$ cat config.mk
export PLATFORM = sky130hd
export DESIGN_NAME = pattern_shifter
export DESIGN_NICKNAME = d
export VERILOG_FILES = /design/src/rtl/pwm_shift_pkg.sv /design/src/rtl/shift_step.sv /design/src/rtl/pattern_shifter.sv
export SDC_FILE = /design/constraint.sdc
export NUM_CORES = 1
export LEC_CHECK = 0
export ABC_AREA = 1
export BUFFER_PORTS_ARGS = -buffer_cell sky130_fd_sc_hd__buf_2
export CAP_MARGIN = 20
export CORE_MARGIN = 2
export CORE_UTILIZATION = 46
export CTS_CLUSTER_SIZE = 28
export DETAILED_ROUTE_END_ITERATION = 10
export PLACE_DENSITY_LB_ADDON = 0.25
export SETUP_SLACK_MARGIN = 0.1
export SLEW_MARGIN = 30
export SYNTH_ARGS = -nofsm -noshare
export SYNTH_HDL_FRONTEND = slang
export SYNTH_SLANG_ARGS = --single-unit
export TNS_END_PERCENT = 20
$ cat constraint.sdc
create_clock -name clk -period 2.2 [get_ports clk]
set_input_delay 0.22 -clock clk [delete_from_list [all_inputs] [get_ports clk]]
set_output_delay 0.22 -clock clk [all_outputs]
set_load 0.03 [all_outputs]
$ cat src/rtl/pwm_shift_pkg.sv
// pwm_shift_pkg: shared mode, direction and FSM state encodings for the pattern shifter
package pwm_shift_pkg;
  localparam logic [1:0] MODE_ROT = 2'b00;
  localparam logic [1:0] MODE_LOG = 2'b01;
  localparam logic [1:0] MODE_ARI = 2'b10;
  localparam logic DIR_LEFT = 1'b0;
  localparam logic DIR_RIGHT = 1'b1;
  typedef enum logic {ST_IDLE, ST_RUN} state_t;
endpackage

$ cat src/rtl/shift_step.sv
// shift_step: one-position rotate/logical/arithmetic shift of a WIDTH-bit value
module shift_step
  import pwm_shift_pkg::*;
#(
  parameter int WIDTH = 8
) (
  input  logic [WIDTH-1:0] value,
  input  logic             dir,
  input  logic [1:0]       mode,
  input  logic             ser_in,
  output logic [WIDTH-1:0] next
);
  logic fill_l, fill_r;
  // mode 11 falls through to rotate
  assign fill_l = (mode == MODE_LOG) ? ser_in : (mode == MODE_ARI) ? 1'b0 : value[WIDTH-1];
  assign fill_r = (mode == MODE_LOG) ? ser_in : (mode == MODE_ARI) ? value[WIDTH-1] : value[0];
  assign next = (dir == DIR_RIGHT) ? {fill_r, value[WIDTH-1:1]} : {value[WIDTH-2:0], fill_l};
endmodule

$ cat src/rtl/pattern_shifter.sv
// pattern_shifter: load/shift register with single-step and tick-paced counted burst shifting
module pattern_shifter
  import pwm_shift_pkg::*;
#(
  parameter int WIDTH = 8,
  parameter int CNT_W = 8
) (
  input  logic             clk,
  input  logic             rst,
  input  logic             load,
  input  logic [WIDTH-1:0] data_in,
  input  logic             step,
  input  logic             start,
  input  logic [CNT_W-1:0] count,
  input  logic             tick,
  input  logic             dir,
  input  logic [1:0]       mode,
  input  logic             ser_in,
  output logic [WIDTH-1:0] data_out,
  output logic             ser_out,
  output logic             busy,
  output logic             done
);
  state_t state;
  logic [CNT_W-1:0] rem;
  logic l_dir;
  logic [1:0] l_mode;
  logic s_dir;
  logic [1:0] s_mode;
  logic [WIDTH-1:0] nxt;
  // a running burst ignores live dir/mode and uses the values latched at start
  assign busy = (state == ST_RUN);
  assign s_dir = busy ? l_dir : dir;
  assign s_mode = busy ? l_mode : mode;
  assign ser_out = (s_dir == DIR_RIGHT) ? data_out[0] : data_out[WIDTH-1];
  shift_step #(.WIDTH(WIDTH)) u_step (
    .value(data_out), .dir(s_dir), .mode(s_mode), .ser_in(ser_in), .next(nxt)
  );
  always_ff @(posedge clk) begin
    if (rst) begin
      data_out <= '0;
      state <= ST_IDLE;
      rem <= '0;
      l_dir <= 1'b0;
      l_mode <= 2'b00;
      done <= 1'b0;
    end else begin
      done <= 1'b0;
      if (load) begin
        data_out <= data_in;
        state <= ST_IDLE;
        rem <= '0;
      end else if (state == ST_IDLE) begin
        if (start) begin
          if (count == '0) done <= 1'b1;
          else begin
            state <= ST_RUN;
            rem <= count;
            l_dir <= dir;
            l_mode <= mode;
          end
        end else if (step) data_out <= nxt;
      end else if (tick) begin
        data_out <= nxt;
        rem <= rem - 1'b1;
        if (rem == CNT_W'(1)) begin
          state <= ST_IDLE;
          done <= 1'b1;
        end
      end
    end
  end
endmodule

**Yosys cells after proc, flatten, opt, wreduce, memory -nomap -nowiden**

Cells that the tools add are included.

- Logic and storage cells: 51
- Bits in registers: 21
- Output and inout bits: 11

- Bitwise logic cells: 3
- $add $sub $neg: 1
- Multiplexer cells: 27
- Eq/ne operators: 7
- Reduce and logical (&&, ||, !) cells: 7

Operator list:

| cell | number |
|---|---|
| two-way mux 8 bit | 10 |
| two-way mux 1 bit | 16 |
| == test 8 x 1 -> 1 bit (second input constant) | 1 |
| zero test 8 bit | 1 |
| subtractor 8 x 1 -> 8 bit (second input constant) | 1 |
| AND reduction 3 bit | 2 |
| inequality test 2 bit (second input constant) | 2 |
| AND reduction 4 bit | 1 |
| inequality test 3 x 2 -> 1 bit (second input constant) | 1 |
| inequality test 3 bit (second input constant) | 1 |
| NOT 1 bit | 3 |
| nonzero test 3 bit | 1 |
| == test 2 x 1 -> 1 bit (second input constant) | 1 |
| == test 2 bit (second input constant) | 1 |
| two-way mux 2 bit | 1 |
| nonzero test 2 bit | 1 |
| OR reduction 2 bit | 1 |

**Logic depth before layout (Yosys ltp)**

- Depth after elaboration: 9
- Depth in mapped cells: 10

**Modules after synthesis**

From an unflattened synthesis, not the netlist that was laid out.

- Cells, all modules: 232
- Area total of the unflattened synthesis: 1438.9 um^2

Modules (own cells, without submodules):

| module | area an instance (um^2) | instances | cells an instance |
|---|---|---|---|
| pattern_shifter | 1291.2 | 1 | 196 |
| shift_step | 147.6 | 1 | 36 |

**Worst setup path before layout**

OpenSTA, ideal clock, no wires.

- Kind: reg-to-output
- Start point: register state (netlist: busy)
- End point: output port ser_out
- Data arrival time: 1.660 ns
- Cell stages (with the launch flop): 5
- Slack: 0.320 ns
- Cells stage by stage: dfxtp_1 buf_6 o21ai_2 buf_4 o21ai_0

- Cells in the longest elaborated chain, start to end: 2

RTL lines:

| item | RTL line | RTL |
|---|---|---|
| from (decl) | pattern_shifter.sv:24 | `state_t state;` |
| from (signal assigned) | pattern_shifter.sv:42 | `state <= ST_IDLE;` |
| from (signal assigned) | pattern_shifter.sv:51 | `state <= ST_IDLE;` |
| from (signal assigned) | pattern_shifter.sv:57 | `state <= ST_RUN;` |
| two-way mux 1 bit | pattern_shifter.sv:33 | `assign s_dir = busy ? l_dir : dir;` |
| two-way mux 1 bit | pattern_shifter.sv:35 | `assign ser_out = (s_dir == DIR_RIGHT) ? data_out[0] : data_out[WIDTH-1];` |
| to (decl) | pattern_shifter.sv:20 | `output logic ser_out,` |

No other way between the ends.

**Worst setup path after layout**

Ends and elaborated chain as after synthesis.

==> qor.csv <==
metric,value,unit
unique cell type count in the Yosys netlist,24,
fraction of the core area covered by cells at the end of the flow,54.9,%
count of final max-slew check failures,0,
number of placed I/O pins,37,
status,completed,
worst-path maximum fanout,11,
number of antenna violations at the first check in global routing,0,
biggest area consumer among synthesized cells,dfxtp_1,
starting DRC count in detailed routing,88,
worst min-delay path category,primary input to flop,
ranking of synthesized cells by instance count,"50 x nand2_1, 30 x inv_1, 29 x nor2_1, 23 x nand3_1, 23 x o21ai_0",
setup TNS,0,ns
share of power burned in combinational logic,30.2,%
final setup skew,0.00730,ns
Worst IR Drop VDD,403,uV
clock tree from TritonCTS,done,
first-pass GRT wire length,5.82,mm
pre-CTS WS,0.733,ns
average cell area after synthesis,6.26,um^2
"Worst Path Class, Setup",flop to output pin,
headroom to the max-slew limit,66.6,%
synthesized area,0.00144,mm^2
max-capacitance violation count,0,
pin count of the biggest net entering global routing,15,
"EDFF count, synth",0,
kind of end point of the critical path,output pin,
CP cell instances,nand2_1 > o21ai_2 > nand2_1 > o21ai_0 > buf_2,
number of hold-slack violations in the final timing report,0,
Pre-Repair DR Iteration Count,4,
number of resized instances in the post-cts repair step,0,
detailed-route wire length per cell,11.6,um
unrepaired setup endpoints after global routing,no,
clock share of power,21.9,%
dominant cells by area after synthesis,"dfxtp_1 29%, nand2_1 13%, nand3_1 8.0%, o21ai_0 8.0%, inv_1 7.8%",
final wirelength,3.46,mm
cell repeated most along the worst path,nand2_1,
Total Die Area,0.00359,mm^2
total track usage,21.2,%
number of antenna cells inserted,0,
Initial Utilization,48.0,%
latest clock arrival within the worst-skew pair,0.31,ns
yosys synthesis warning count,0,
internal power of the cells,572,uW
ratio of total power to cell area,548,mW/mm^2
smallest setup slack after layout,0.390,ns
dominant cell by count in the synthesized netlist,nand2_1,
"Primary FF master, synth",dfxtp_1,
critical path required time,1.98,ns
die outline height,60.0,um
via count of the first global-routing pass,1339,
root buffer cell,clkbuf_4,
maximum clock frequency,553,MHz
worst-margin pin slew,0.500,ns
sequential share of power,47.9,%
net count of the mapped netlist,258,
proportion of layout cells with a drive suffix above 1,21.1,%
global route overflow,0,
area growth from synthesis to final layout,14.4,%
#FFs+latches synth,21,
quantity of I/O buffers inserted on ports,36,
total clock buffers created by CTS,3,
fin cells,298,
arrival time reported for the critical path endpoint,1.59,ns
number of buffers inserted by hold repair at cts,0,
switching power summed over all nets,331,uW
number of inserted filler cells in the final layout,306,
count of vias placed by the detailed router,1534,
switching share of total power,36.7,%
fraction of registers with async set or reset after synthesis,0,%
post-layout net count,294,
post-layout min period,1.81,ns
slowest CP cell,dfxtp_1,
post-synthesis sequential area ratio,29.2,%
Worst Hold Margin,0.142,ns
final antenna-violating net count,0,
post-CTS repair timing setup buffer count,0,
CTS Buffer Depth,2,
dpl cells,294,
final weighted congestion in routability-driven placement,0.831,
Residual DRC,0,
final worst path period share,82.3,%
LEAKAGE,0.814,nW
per-cell via count in the routed design,5.15,
placeable core area,0.00300,mm^2
Cells after Synth,230,
Final setup viols,0,
area share of the leading cell type in the synthesized netlist,29.2,%
H-tree levels,1,
delay contributed by the slowest stage of the critical path,0.61,ns
crit start category,flop,
clock sink total,21,
Core Rows,20,
half-perimeter wire length after placement,2.69,mm
Clock transition at path regs,0.13,ns
Die W,60.0,um
==> stage by stage <==
stage                     power (mW)  area (um^2)
after floorplan                0.639         1440
after global placement         0.711         1620
after detailed placement       0.712         1620
after CTS                      0.911         1650
after global routing           0.966         1650
final                          0.904         1650
==> flip-flops by register name, indices dropped and copies added (netlist names) <==
signal and count:
busy 1, data_out 8, done 1, l_dir 1, l_mode 2, rem 8
==> final timing paths <==
check | start | end | slack [ns] | depth (start not counted)
hold reg to reg | l_mode[0] | l_mode[0] | 0.49 | 2
setup reg to reg | busy | data_out[7] | 0.71 | 8
setup / recovery | busy | ser_out | 0.39 | 5
hold / removal | rst | data_out[7] | 0.14 | 2
==> cell families after synthesis <==
group / share of synthesized area [%]
AO/OA/AOI/OAI: 21.1
adder cells (fa/ha/maj): 1.74
buffers and inverters: 12.5
flip-flops: 29.2
AND/OR/NAND/NOR: 35.4
==> power groups by stage <==
| stage | Combinational [mW] | Sequential [mW] | Clock (mW) |
|---|---|---|---|
| 2_1_floorplan | 0.176 | 0.463 | 0 |
| 3_3_place_gp | 0.270 | 0.441 | 0 |
| 3_5_place_dp | 0.272 | 0.441 | 0 |
| 4_1_cts | 0.273 | 0.432 | 0.205 |
| 5_1_grt | 0.309 | 0.437 | 0.220 |
| 6_report | 0.273 | 0.433 | 0.198 |
==> per-layer routing <==
metal	vias up	global-route usage (%)	part of all wire, %
met2	55	31.8	42
met3	2	5.19	6.6
met4	0	4.13	0.61
met1	661	30.7	50
met5	-	0	0
li1	816	-	-
==> area by class of cell <==
| class | count | area, um^2 | share of cell area (%) |
|---|---|---|---|
| clock buffer | 3 | 22.5 | 1.37 |
| multi-input combinational | 170 | 840 | 50.9 |
| sequential | 21 | 420 | 25.5 |
| tap | 33 | 41.3 | 2.51 |
| clock inverter | 1 | 7.51 | 0.456 |
| timing repair buffer | 37 | 188 | 11.4 |
| inverter | 33 | 129 | 7.82 |
==> worst max-delay path: cells and delay by family, from the launching register on <==
kind            cells  cell delay [ns]
simple gates        2             0.20
flops               1             0.61
buf+inv             1             0.21
compound gates      2             0.27
==> placed cells by master, fill, tap and decap left out, drive strengths merged <==
cell type | Yosys | layout
nand2 | 54 | 54
buf | 6 | 37
inv | 33 | 33
nor2 | 33 | 33
o21ai | 25 | 25
nand3 | 24 | 24
dfxtp | 21 | 21
a21oi | 20 | 20
o211ai | 6 | 6
clkbuf | 0 | 3
o22ai | 2 | 2
ha | 2 | 2
a21o | 1 | 1
or2 | 1 | 1
nand3b | 1 | 1
a31oi | 1 | 1
clkinvlp | 0 | 1
(Power assumes the default switching activity.)
